## config.mk

```make
export PLATFORM = sky130hd
export DESIGN_NAME = uart_cmd_decoder
export DESIGN_NICKNAME = d
export VERILOG_FILES = /design/src/rtl/uart_cmd_pkg.sv /design/src/rtl/uart_fifo_port.sv /design/src/rtl/uart_cmd_decoder.sv
export SDC_FILE = /design/constraint.sdc
export NUM_CORES = 1
export LEC_CHECK = 0
export BUFFER_PORTS_ARGS = -buffer_cell sky130_fd_sc_hd__buf_2
export CORE_UTILIZATION = 45
export DETAILED_ROUTE_END_ITERATION = 8
export GPL_TIMING_DRIVEN = 0
export PLACE_DENSITY = 0.66
export SLEW_MARGIN = 25
export SYNTH_ARGS = -nofsm -noshare
export SYNTH_HDL_FRONTEND = slang
export SYNTH_SLANG_ARGS = --single-unit
export TNS_END_PERCENT = 30
```

## constraint.sdc

```tcl
create_clock -name clk_i -period 3.9 [get_ports clk_i]
set_input_delay 0.39 -clock clk_i [delete_from_list [all_inputs] [get_ports clk_i]]
set_output_delay 0.39 -clock clk_i [all_outputs]
set_load 0.01 [all_outputs]
```

## src/rtl/uart_cmd_pkg.sv

```systemverilog
// uart_cmd_pkg: frame constants and state encodings shared by the command decoder and its fifo port.
package uart_cmd_pkg;
    localparam logic [7:0] SYNC_BYTE = 8'h5A;
    localparam logic [7:0] CMD_WR    = 8'h01;
    localparam logic [7:0] CMD_RD    = 8'h02;
    localparam logic [7:0] REPLY_ACK = 8'h06;
    localparam logic [7:0] REPLY_NAK = 8'h15;
    typedef enum logic [3:0] {
        IDLE, RX_REQ, RX_REL, PARSE, EXEC, REG_RD, TX_WAIT, TX_REQ, TX_REL
    } state_e;
    typedef enum logic [1:0] {P_IDLE, P_SETUP, P_REQ, P_REL} port_state_e;
endpackage

```

## src/rtl/uart_fifo_port.sv

```systemverilog
// uart_fifo_port: 4-phase req/ack master toward uart_fifo; one start gives one done after the handshake closes.
module uart_fifo_port
    import uart_cmd_pkg::*;
(
    input  logic       clk_i,
    input  logic       reset_i,
    input  logic       start_i,
    input  logic       nwr_i,
    input  logic [7:0] wdata_i,
    input  logic       full_i,
    input  logic       ack_i,
    input  logic [7:0] rdata_i,
    output logic       req_o,
    output logic       nwr_o,
    output logic [7:0] wdata_o,
    output logic       done_o,
    output logic [7:0] rdata_o
);
    port_state_e st_q, st_d;
    logic       req_q, req_d, nwr_q, nwr_d, done_q, done_d;
    logic [7:0] wdata_q, wdata_d, rdata_q, rdata_d;
    always_ff @(posedge clk_i) begin
        if (reset_i) begin
            st_q    <= P_IDLE;
            req_q   <= 1'b0;
            nwr_q   <= 1'b0;
            done_q  <= 1'b0;
            wdata_q <= 8'h00;
            rdata_q <= 8'h00;
        end else begin
            st_q    <= st_d;
            req_q   <= req_d;
            nwr_q   <= nwr_d;
            done_q  <= done_d;
            wdata_q <= wdata_d;
            rdata_q <= rdata_d;
        end
    end
    // nwr/wdata settle a clock before req rises; a write never raises req into a full TX fifo
    always_comb begin
        st_d    = st_q;
        req_d   = req_q;
        nwr_d   = nwr_q;
        wdata_d = wdata_q;
        rdata_d = rdata_q;
        done_d  = 1'b0;
        case (st_q)
            P_IDLE: if (start_i) begin
                nwr_d   = nwr_i;
                wdata_d = wdata_i;
                st_d    = P_SETUP;
            end
            P_SETUP: if (!ack_i && (nwr_q || !full_i)) begin
                req_d = 1'b1;
                st_d  = P_REQ;
            end
            P_REQ: if (ack_i) begin
                rdata_d = nwr_q ? rdata_i : rdata_q;
                req_d   = 1'b0;
                st_d    = P_REL;
            end
            default: if (!ack_i) begin
                done_d = 1'b1;
                st_d   = P_IDLE;
            end
        endcase
    end
    assign req_o   = req_q;
    assign nwr_o   = nwr_q;
    assign wdata_o = wdata_q;
    assign done_o  = done_q;
    assign rdata_o = rdata_q;
endmodule

```

## src/rtl/uart_cmd_decoder.sv

```systemverilog
// uart_cmd_decoder: pulls 5A/CMD/ADDR/DATA/CHK frames from uart_fifo, runs them on the register bus,
// and pushes back one reply byte (ACK, NAK or read data).
module uart_cmd_decoder
    import uart_cmd_pkg::*;
#(
    parameter int TIMEOUT_CYCLES = 1000,
    parameter int TIMEOUT_BITS   = 10
) (
    input  logic       clk_i,
    input  logic       reset_i,
    output logic       fifo_req_o,
    output logic       fifo_nwr_o,
    input  logic       fifo_ack_i,
    output logic [7:0] fifo_wdata_o,
    input  logic [7:0] fifo_rdata_i,
    input  logic       fifo_full_i,
    input  logic       fifo_empty_i,
    output logic [7:0] reg_addr_o,
    output logic [7:0] reg_wdata_o,
    output logic       reg_wr_o,
    output logic       reg_rd_o,
    input  logic [7:0] reg_rdata_i,
    output logic [7:0] err_count_o,
    output logic       busy_o
);
    localparam logic [TIMEOUT_BITS-1:0] TMO_LAST = TIMEOUT_BITS'(TIMEOUT_CYCLES - 1);
    state_e                  state_q, state_d;
    logic [2:0]              idx_q, idx_d;
    logic [7:0]              cmd_q, cmd_d, adr_q, adr_d, dat_q, dat_d, reply_q, reply_d;
    logic [7:0]              addr_q, addr_d, wdata_q, wdata_d, err_q, err_d;
    logic [TIMEOUT_BITS-1:0] tmo_q, tmo_d;
    logic                    rd_ph_q, rd_ph_d;
    logic                    port_done, tmo_hit, frame_ok;
    logic [7:0]              rx_byte, err_sat;
    uart_fifo_port u_port (
        .clk_i   (clk_i),
        .reset_i (reset_i),
        .start_i (state_q == RX_REQ || state_q == TX_REQ),
        .nwr_i   (state_q == RX_REQ),
        .wdata_i (reply_q),
        .full_i  (fifo_full_i),
        .ack_i   (fifo_ack_i),
        .rdata_i (fifo_rdata_i),
        .req_o   (fifo_req_o),
        .nwr_o   (fifo_nwr_o),
        .wdata_o (fifo_wdata_o),
        .done_o  (port_done),
        .rdata_o (rx_byte)
    );
    always_ff @(posedge clk_i) begin
        if (reset_i) begin
            state_q <= IDLE;
            idx_q   <= 3'd0;
            cmd_q   <= 8'h00;
            adr_q   <= 8'h00;
            dat_q   <= 8'h00;
            reply_q <= 8'h00;
            addr_q  <= 8'h00;
            wdata_q <= 8'h00;
            err_q   <= 8'h00;
            tmo_q   <= '0;
            rd_ph_q <= 1'b0;
        end else begin
            state_q <= state_d;
            idx_q   <= idx_d;
            cmd_q   <= cmd_d;
            adr_q   <= adr_d;
            dat_q   <= dat_d;
            reply_q <= reply_d;
            addr_q  <= addr_d;
            wdata_q <= wdata_d;
            err_q   <= err_d;
            tmo_q   <= tmo_d;
            rd_ph_q <= rd_ph_d;
        end
    end
    assign tmo_hit  = tmo_q == TMO_LAST;
    assign err_sat  = (err_q == 8'hFF) ? err_q : err_q + 8'd1;
    assign frame_ok = rx_byte == (cmd_q ^ adr_q ^ dat_q) && (cmd_q == CMD_WR || cmd_q == CMD_RD);
    always_comb begin
        state_d = state_q;
        idx_d   = idx_q;
        cmd_d   = cmd_q;
        adr_d   = adr_q;
        dat_d   = dat_q;
        reply_d = reply_q;
        addr_d  = addr_q;
        wdata_d = wdata_q;
        err_d   = err_q;
        tmo_d   = tmo_q;
        rd_ph_d = rd_ph_q;
        case (state_q)
            IDLE: begin
                if (!fifo_empty_i) begin
                    state_d = RX_REQ;
                end else if (idx_q != 3'd0) begin
                    tmo_d = tmo_hit ? '0 : tmo_q + TIMEOUT_BITS'(1);
                    idx_d = tmo_hit ? 3'd0 : idx_q;
                    err_d = tmo_hit ? err_sat : err_q;
                end
            end
            RX_REQ: state_d = RX_REL;
            RX_REL: state_d = port_done ? PARSE : RX_REL;
            PARSE: begin
                state_d = IDLE;
                tmo_d   = '0;
                idx_d   = idx_q + 3'd1;
                // inside a frame every byte is a field, so a 0x5A there never resyncs
                case (idx_q)
                    3'd0: idx_d = (rx_byte == SYNC_BYTE) ? 3'd1 : 3'd0;
                    3'd1: cmd_d = rx_byte;
                    3'd2: adr_d = rx_byte;
                    3'd3: dat_d = rx_byte;
                    default: begin
                        idx_d   = 3'd0;
                        state_d = frame_ok ? EXEC : TX_WAIT;
                        reply_d = frame_ok ? REPLY_ACK : REPLY_NAK;
                        err_d   = frame_ok ? err_q : err_sat;
                        addr_d  = frame_ok ? adr_q : addr_q;
                        wdata_d = (frame_ok && cmd_q == CMD_WR) ? dat_q : wdata_q;
                    end
                endcase
            end
            EXEC: state_d = (cmd_q == CMD_RD) ? REG_RD : TX_WAIT;
            // first REG_RD clock strobes, second captures the register's answer
            REG_RD: begin
                rd_ph_d = !rd_ph_q;
                reply_d = rd_ph_q ? reg_rdata_i : reply_q;
                state_d = rd_ph_q ? TX_WAIT : REG_RD;
            end
            TX_WAIT: state_d = fifo_full_i ? TX_WAIT : TX_REQ;
            TX_REQ:  state_d = TX_REL;
            TX_REL:  state_d = port_done ? IDLE : TX_REL;
            default: state_d = IDLE;
        endcase
    end
    assign reg_addr_o  = addr_q;
    assign reg_wdata_o = wdata_q;
    assign reg_wr_o    = state_q == EXEC && cmd_q == CMD_WR;
    assign reg_rd_o    = state_q == REG_RD && !rd_ph_q;
    assign err_count_o = err_q;
    assign busy_o      = state_q != IDLE;
endmodule

```

* Word level (Yosys, flattened, before mapping)
Index checks and enable logic that the tools add are counted.
Widths: inputs -> output; s select.
** Operators by class
- Add/sub/neg operators :: 3
- Mux-type cells :: 39
- Reduce and logical (&&, ||, !) cells :: 35
- Bitwise operators :: 3
- Equality and inequality tests :: 30
** Operators by type and width (count)
- $mux 8 :: 8
- $pmux 4 s9 :: 1
- $pmux 8 s2 :: 2
- $mux 10 :: 3
- $pmux 10 s2 :: 1
- $reduce_and 3->1 :: 6
- $eq 4x3->1 const B :: 4
- $ne 2x2->1 const B :: 8
- $xor 8x8->8 :: 2
- $mux 2 :: 7
- $mux 3 :: 4
- $pmux 3 s2 :: 2
- $add 10x1->10 const B :: 1
- $eq 10x10->1 const B :: 1
- $add 8x1->8 const B :: 1
- $eq 4x2->1 const B :: 2
- $eq 8x1->1 const B :: 1
- $eq 8x2->1 const B :: 1
- $eq 8x7->1 const B :: 1
- $eq 8x8->1 :: 1
- $eq 8x8->1 const B :: 1
- $mux 4 :: 2
- $reduce_and 2->1 :: 4
- $reduce_and 4->1 :: 2
- 26 further kinds :: 44
** Storage, ports and cells
- Input port bits :: 21
- Flip-flop bits (word level) :: 95

* Longest topological paths before layout
- Depth after elaboration :: 7
- Mapped depth :: 9
- Depth with buffers taken out :: 8

* Hierarchy
Synthesis repeated with hierarchy kept, for this count alone.
** Second synthesis, totals
- Cells, all modules :: 509
- Area total of the unflattened synthesis :: 4464.3 sq um
** Modules (own cells, without submodules)
- uart_cmd_decoder :: area each 3585.9 sq um, instances 1, cells each 413, sequential area each 1481.4 sq um
- uart_fifo_port :: area each 878.3 sq um, instances 1, cells each 96, sequential area each 420.4 sq um

* Least setup slack after synthesis
OpenSTA, ideal clock, no wires.
- Kind :: register to register
- Start :: register state_q[2]
- End :: register err_q[5], in the netlist err_count_o[5]
- Data required time :: 3830 ps
- Cell stages (with the launch flop) :: 9
- Clock period less this slack :: 2559 ps
- Data arrival time :: 2489 ps
- Path slack :: 1341 ps
- Cells stage by stage :: dfxtp_1 buf_6 or4_1 buf_2 or4_4 a21oi_4 nand4_4 or4_1 a21oi_1
** Between the ends
- Longest elaborated chain between the ends :: 3
** Ends and longest elaborated chain
- start: declaration :: line uart_cmd_decoder.sv:27 : state_e state_q, state_d;
- start signal: assignment :: line uart_cmd_decoder.sv:64 : state_q <= state_d;
- $eq 4x2->1 or $logic_not 4->1 (tied branches) :: line uart_cmd_decoder.sv:92 : case (state_q)
- $ne 2x2->1 (no source line) or $reduce_bool 2->1 (tied branches)
- $reduce_and 6->1 (no source line)
- end signal: assignment :: line uart_cmd_decoder.sv:72 : err_q <= err_d;
- end: declaration :: line uart_cmd_decoder.sv:30 : logic [7:0] addr_q, addr_d, wdata_q, wdata_d, err_q, err_d;
Several ways; a longest one is shown, not always the timed one.
A chain may end at the register's enable or synchronous reset.

* Worst setup path in the final report
- Start :: register idx_q[0]
- End :: register addr_q[1], in the netlist reg_addr_o[1]
** Between the ends
- Longest elaborated chain between the ends :: 4
** Ends and longest elaborated chain
- start: declaration :: line uart_cmd_decoder.sv:28 : logic [2:0] idx_q, idx_d;
- start signal: assignment :: line uart_cmd_decoder.sv:65 : idx_q <= idx_d;
- $eq 3x2->1, or another cell as far along :: line uart_cmd_decoder.sv:109 : case (idx_q)
- $reduce_or 4->1 (no source line) *
- $not 1->1 (no source line) *
- $reduce_and 3->1 (no source line) *
- end signal: assignment :: line uart_cmd_decoder.sv:70 : addr_q <= addr_d;
- end: declaration :: line uart_cmd_decoder.sv:30
Mark *: on every way between the ends. The rest lies on a longest branch, timed or not.

==> impl_metrics.tcl <==
set metrics [dict create \
    synthCells 460 \
    ys_ff_latch 95 \
    viasPerCell 5.36 \
    clock_tree_from_tritoncts "built" \
    worst_setup_path_end_kind "flip-flop" \
    dr.pass1.iters 5 \
    synth_largest_area_cell "sky130_fd_sc_hd__dfxtp_1" \
    final_antenna_net_count 0 \
    rows 35 \
    synth-main-ff-cell "sky130_fd_sc_hd__dfxtp_1" \
    setup.worst_path.class "reg2reg" \
    die_y_um 99.2 \
    ir_worst_vdd_uv 189 \
    wl_mm 9.12 \
    leakage_power_total_nw 2.25 \
    final_net_count 558 \
    timing_max_transition_violations_final 0 \
    max_cap_viol_count 0 \
    area_used_by_multi_input_combinational_logic_um2 2230 \
    start_util_pct 46.2 \
    cts_setup_buffers 0 \
    design.portCount 58 \
    synth.lib_cells_used.distinct 45 \
    tritoncts.num_buffers 9 \
    synth.avg_cell_area_um2 9.24 \
    outcome "completed" \
    root_buffer "sky130_fd_sc_hd__clkbuf_8" \
    layout_min_cycle_time_ns 2.93 \
    tns_ns 0 \
    grt_util_all_layers_pct 19.9 \
    mappedNetlistNets 491 \
    post_cts_resize_count 0 \
    min_period_over_period_pct 75.1 \
    worst-endpoint-required_ns 4.14 \
    cts_htree_levels 3 \
    floorplan.core_area_um2 9200 \
    setup-violations-final 0 \
    antenna_found_initial 0 \
    timing.hold.ws_ns 0.252 \
    tightest_slew_ns 0.951 \
    fin_worst_skew_ns 0.0157 \
    route.vias.total 3446 \
    worst_setup_hold_path_clk_slew_ns 0.10 \
    tritoncts_num_sinks 95 \
    timing.critical_path.slowest_stage_cell "sky130_fd_sc_hd__clkbuf_1" \
    detailed_place_hpwl_mm 6.61 \
    number_of_enable_type_register_cells_in_the_synthesized_netlist 0 \
    globalRouteOverflowTotal 0 \
    dieArea_um2 9840 \
    synthesis_to_finish_area_growth_pct 14.2 \
    detailedRoute.firstIterationViolations 178 \
    crit_path_cell_trace "inv_1 > ha_1 > nor3_1 > o21ai_0 > nor2_1 > and4_1 > clkbuf_1 > mux2i_1 > nor2_1" \
    routedWlPerCell_um 14.2 \
    commonest_cells_after_routing_fill_and_taps_aside "95 x sky130_fd_sc_hd__dfxtp_1, 86 x sky130_fd_sc_hd__nor2_1, 58 x sky130_fd_sc_hd__mux2i_1" \
    register_area_um2 1900 \
    diodes 0 \
    io_buffers 56 \
    place.gp.congestion 0.814 \
    hold_buffer_count_at_cts 0 \
    clock_path_buffers 2 \
    ys_seq_area_share_pct 44.7 \
    mostFrequentLayoutCell "sky130_fd_sc_hd__dfxtp_1" \
    grt_pass1_wl_mm 15.5 \
    vias_in_the_first_global_route 3217 \
    grt_start_max_net_pins 19 \
    hp_class "in2reg" \
    hold_violations 0 \
    rsz_0062_raised_after_global_routing "no" \
    cpMostUsedCell "sky130_fd_sc_hd__nor2_1" \
    worst-path-max-fanout 8 \
    detailed_place.area_um2 4670 \
    fillCellCount 857 \
    synth-async-reset-ratio_pct 0 \
    critical_path_arrival_ns 3.17 \
    worst_path_largest_cell_delay_ns 0.53 \
    syn_area_um2 4250 \
    worst_relative_slew_slack_pct 36.4 \
    ys.warnings.count 0 \
    postLayoutCellArea_um2 4850 \
    cellPowerDensity_nw_per_um2 369 \
    post-synth-top-area-fraction_pct 44.7 \
    die_width_um 99.2 \
    total_power_mw 1.79 \
    clock.fmax_mhz 341 \
    worst_skew_pair.late_latency_ns 0.37 \
    drt_drc_violations_left 0 \
    final_layout_size_suffix_gt1_share_pct 15.2 \
    timing.critical_path.from_type "flip-flop" \
    most_area_consuming_cells_after_synthesis "sky130_fd_sc_hd__dfxtp_1 45%, sky130_fd_sc_hd__mux2i_1 14%, sky130_fd_sc_hd__nor2_1 7.6%" \
]
-- final cells by class --
type	count	area share (%)
timing repair buffer	56	5.77
tap	111	2.86
inverter	12	0.928
multi-input combinational	335	45.9
sequential	95	39.2
clock buffer	9	2.55
buffer	18	1.57
clock inverter	7	1.21
-- where the power goes --
group	leakage [nW]	switching [mW]	total, mW	internal (mW)
Clock	0.0929	0.368	0.612	0.244
Combinational	1.39	0.107	0.176	0.0688
Sequential	0.766	0.0155	1.00	0.988
-- critical path: cells and delay by family, from the launching register on --
family	cells	cell delay [ns]
buf+inv	2	0.61
compound gates	1	0.25
flops	1	0.42
mux	1	0.27
simple gates	4	1.03
fa+ha+maj	1	0.21
-- synthesized netlist by cell type, types with 2 or more instances --
cell type                   n
sky130_fd_sc_hd__nand4b_1   5
sky130_fd_sc_hd__nor4_1     4
sky130_fd_sc_hd__nand4_1    7
sky130_fd_sc_hd__nand3_1   14
sky130_fd_sc_hd__ha_1      10
sky130_fd_sc_hd__dfxtp_1   95
sky130_fd_sc_hd__xor2_1    14
sky130_fd_sc_hd__mux2i_1   58
sky130_fd_sc_hd__or4_1      3
sky130_fd_sc_hd__nor2b_1    5
sky130_fd_sc_hd__and4_1     2
sky130_fd_sc_hd__o41ai_1    2
sky130_fd_sc_hd__nor3_1     9
sky130_fd_sc_hd__a32oi_1    2
sky130_fd_sc_hd__xnor2_1   22
sky130_fd_sc_hd__o21ai_0   13
sky130_fd_sc_hd__nand2b_1   3
sky130_fd_sc_hd__o31ai_1    2
sky130_fd_sc_hd__or3_1      5
sky130_fd_sc_hd__a21oi_1   21
sky130_fd_sc_hd__o211ai_1   2
sky130_fd_sc_hd__inv_1     12
sky130_fd_sc_hd__clkbuf_1  15
sky130_fd_sc_hd__nand2_1   23
sky130_fd_sc_hd__nor2_1    86
sky130_fd_sc_hd__and3_1     7
-- cell families after synthesis --
family | count (synthesis) | share of synthesized area, %
compound gates | 51 | 7.50
xor+xnor | 36 | 7.42
fa+ha+maj | 10 | 2.94
buf+inv | 30 | 2.85
flops | 95 | 44.7
mux | 59 | 13.9
simple gates | 179 | 20.6
-- per-stage QoR --
stage          util [%]  std cells  worst slack [ns]
2_1_floorplan         -        460              1.34
3_3_place_gp       50.8        627              1.03
3_5_place_dp       50.8        627              1.01
4_1_cts            52.8        643             0.971
5_1_grt            52.8        643             0.704
6_report           52.8        643             0.970
-- flip-flops by register name, indices dropped and copies added, names as in the netlist --
| signal | count |
|---|---|
| dat_q | 8 |
| u_port.nwr_o | 1 |
| u_port.wdata_o | 8 |
| u_port.rdata_o | 8 |
| rd_ph_q | 1 |
| reply_q | 8 |
| u_port.st_q | 2 |
| u_port.req_o | 1 |
| err_count_o | 8 |
| reg_addr_o | 8 |
| adr_q | 8 |
| reg_wdata_o | 8 |
| u_port.done_o | 1 |
| idx_q | 3 |
| tmo_q | 10 |
| cmd_q | 8 |
| state_q | 4 |
-- worst paths after layout --
path	start	slack, ns	cells after the start	end
worst max register to register	idx_q[0]	0.97	9	reg_addr_o[1]
worst min register to register	u_port.req_o	0.45	2	u_port.req_o
worst max-delay path	idx_q[0]	0.97	9	reg_addr_o[1]
worst min-delay path	fifo_rdata_i[4]	0.25	3	u_port.rdata_o[4]
-- metal layers --
| metal | vias to the layer above | GRT usage, % | part of all wire [%] |
|---|---|---|---|
| met2 | 72 | 32.6 | 46 |
| met5 | - | 0 | 0 |
| met4 | 0 | 6.22 | 1.3 |
| met3 | 12 | 3.65 | 3.6 |
| li1 | 1733 | - | - |
| met1 | 1629 | 26.7 | 49 |
Power figures use the tool's default switching activity.
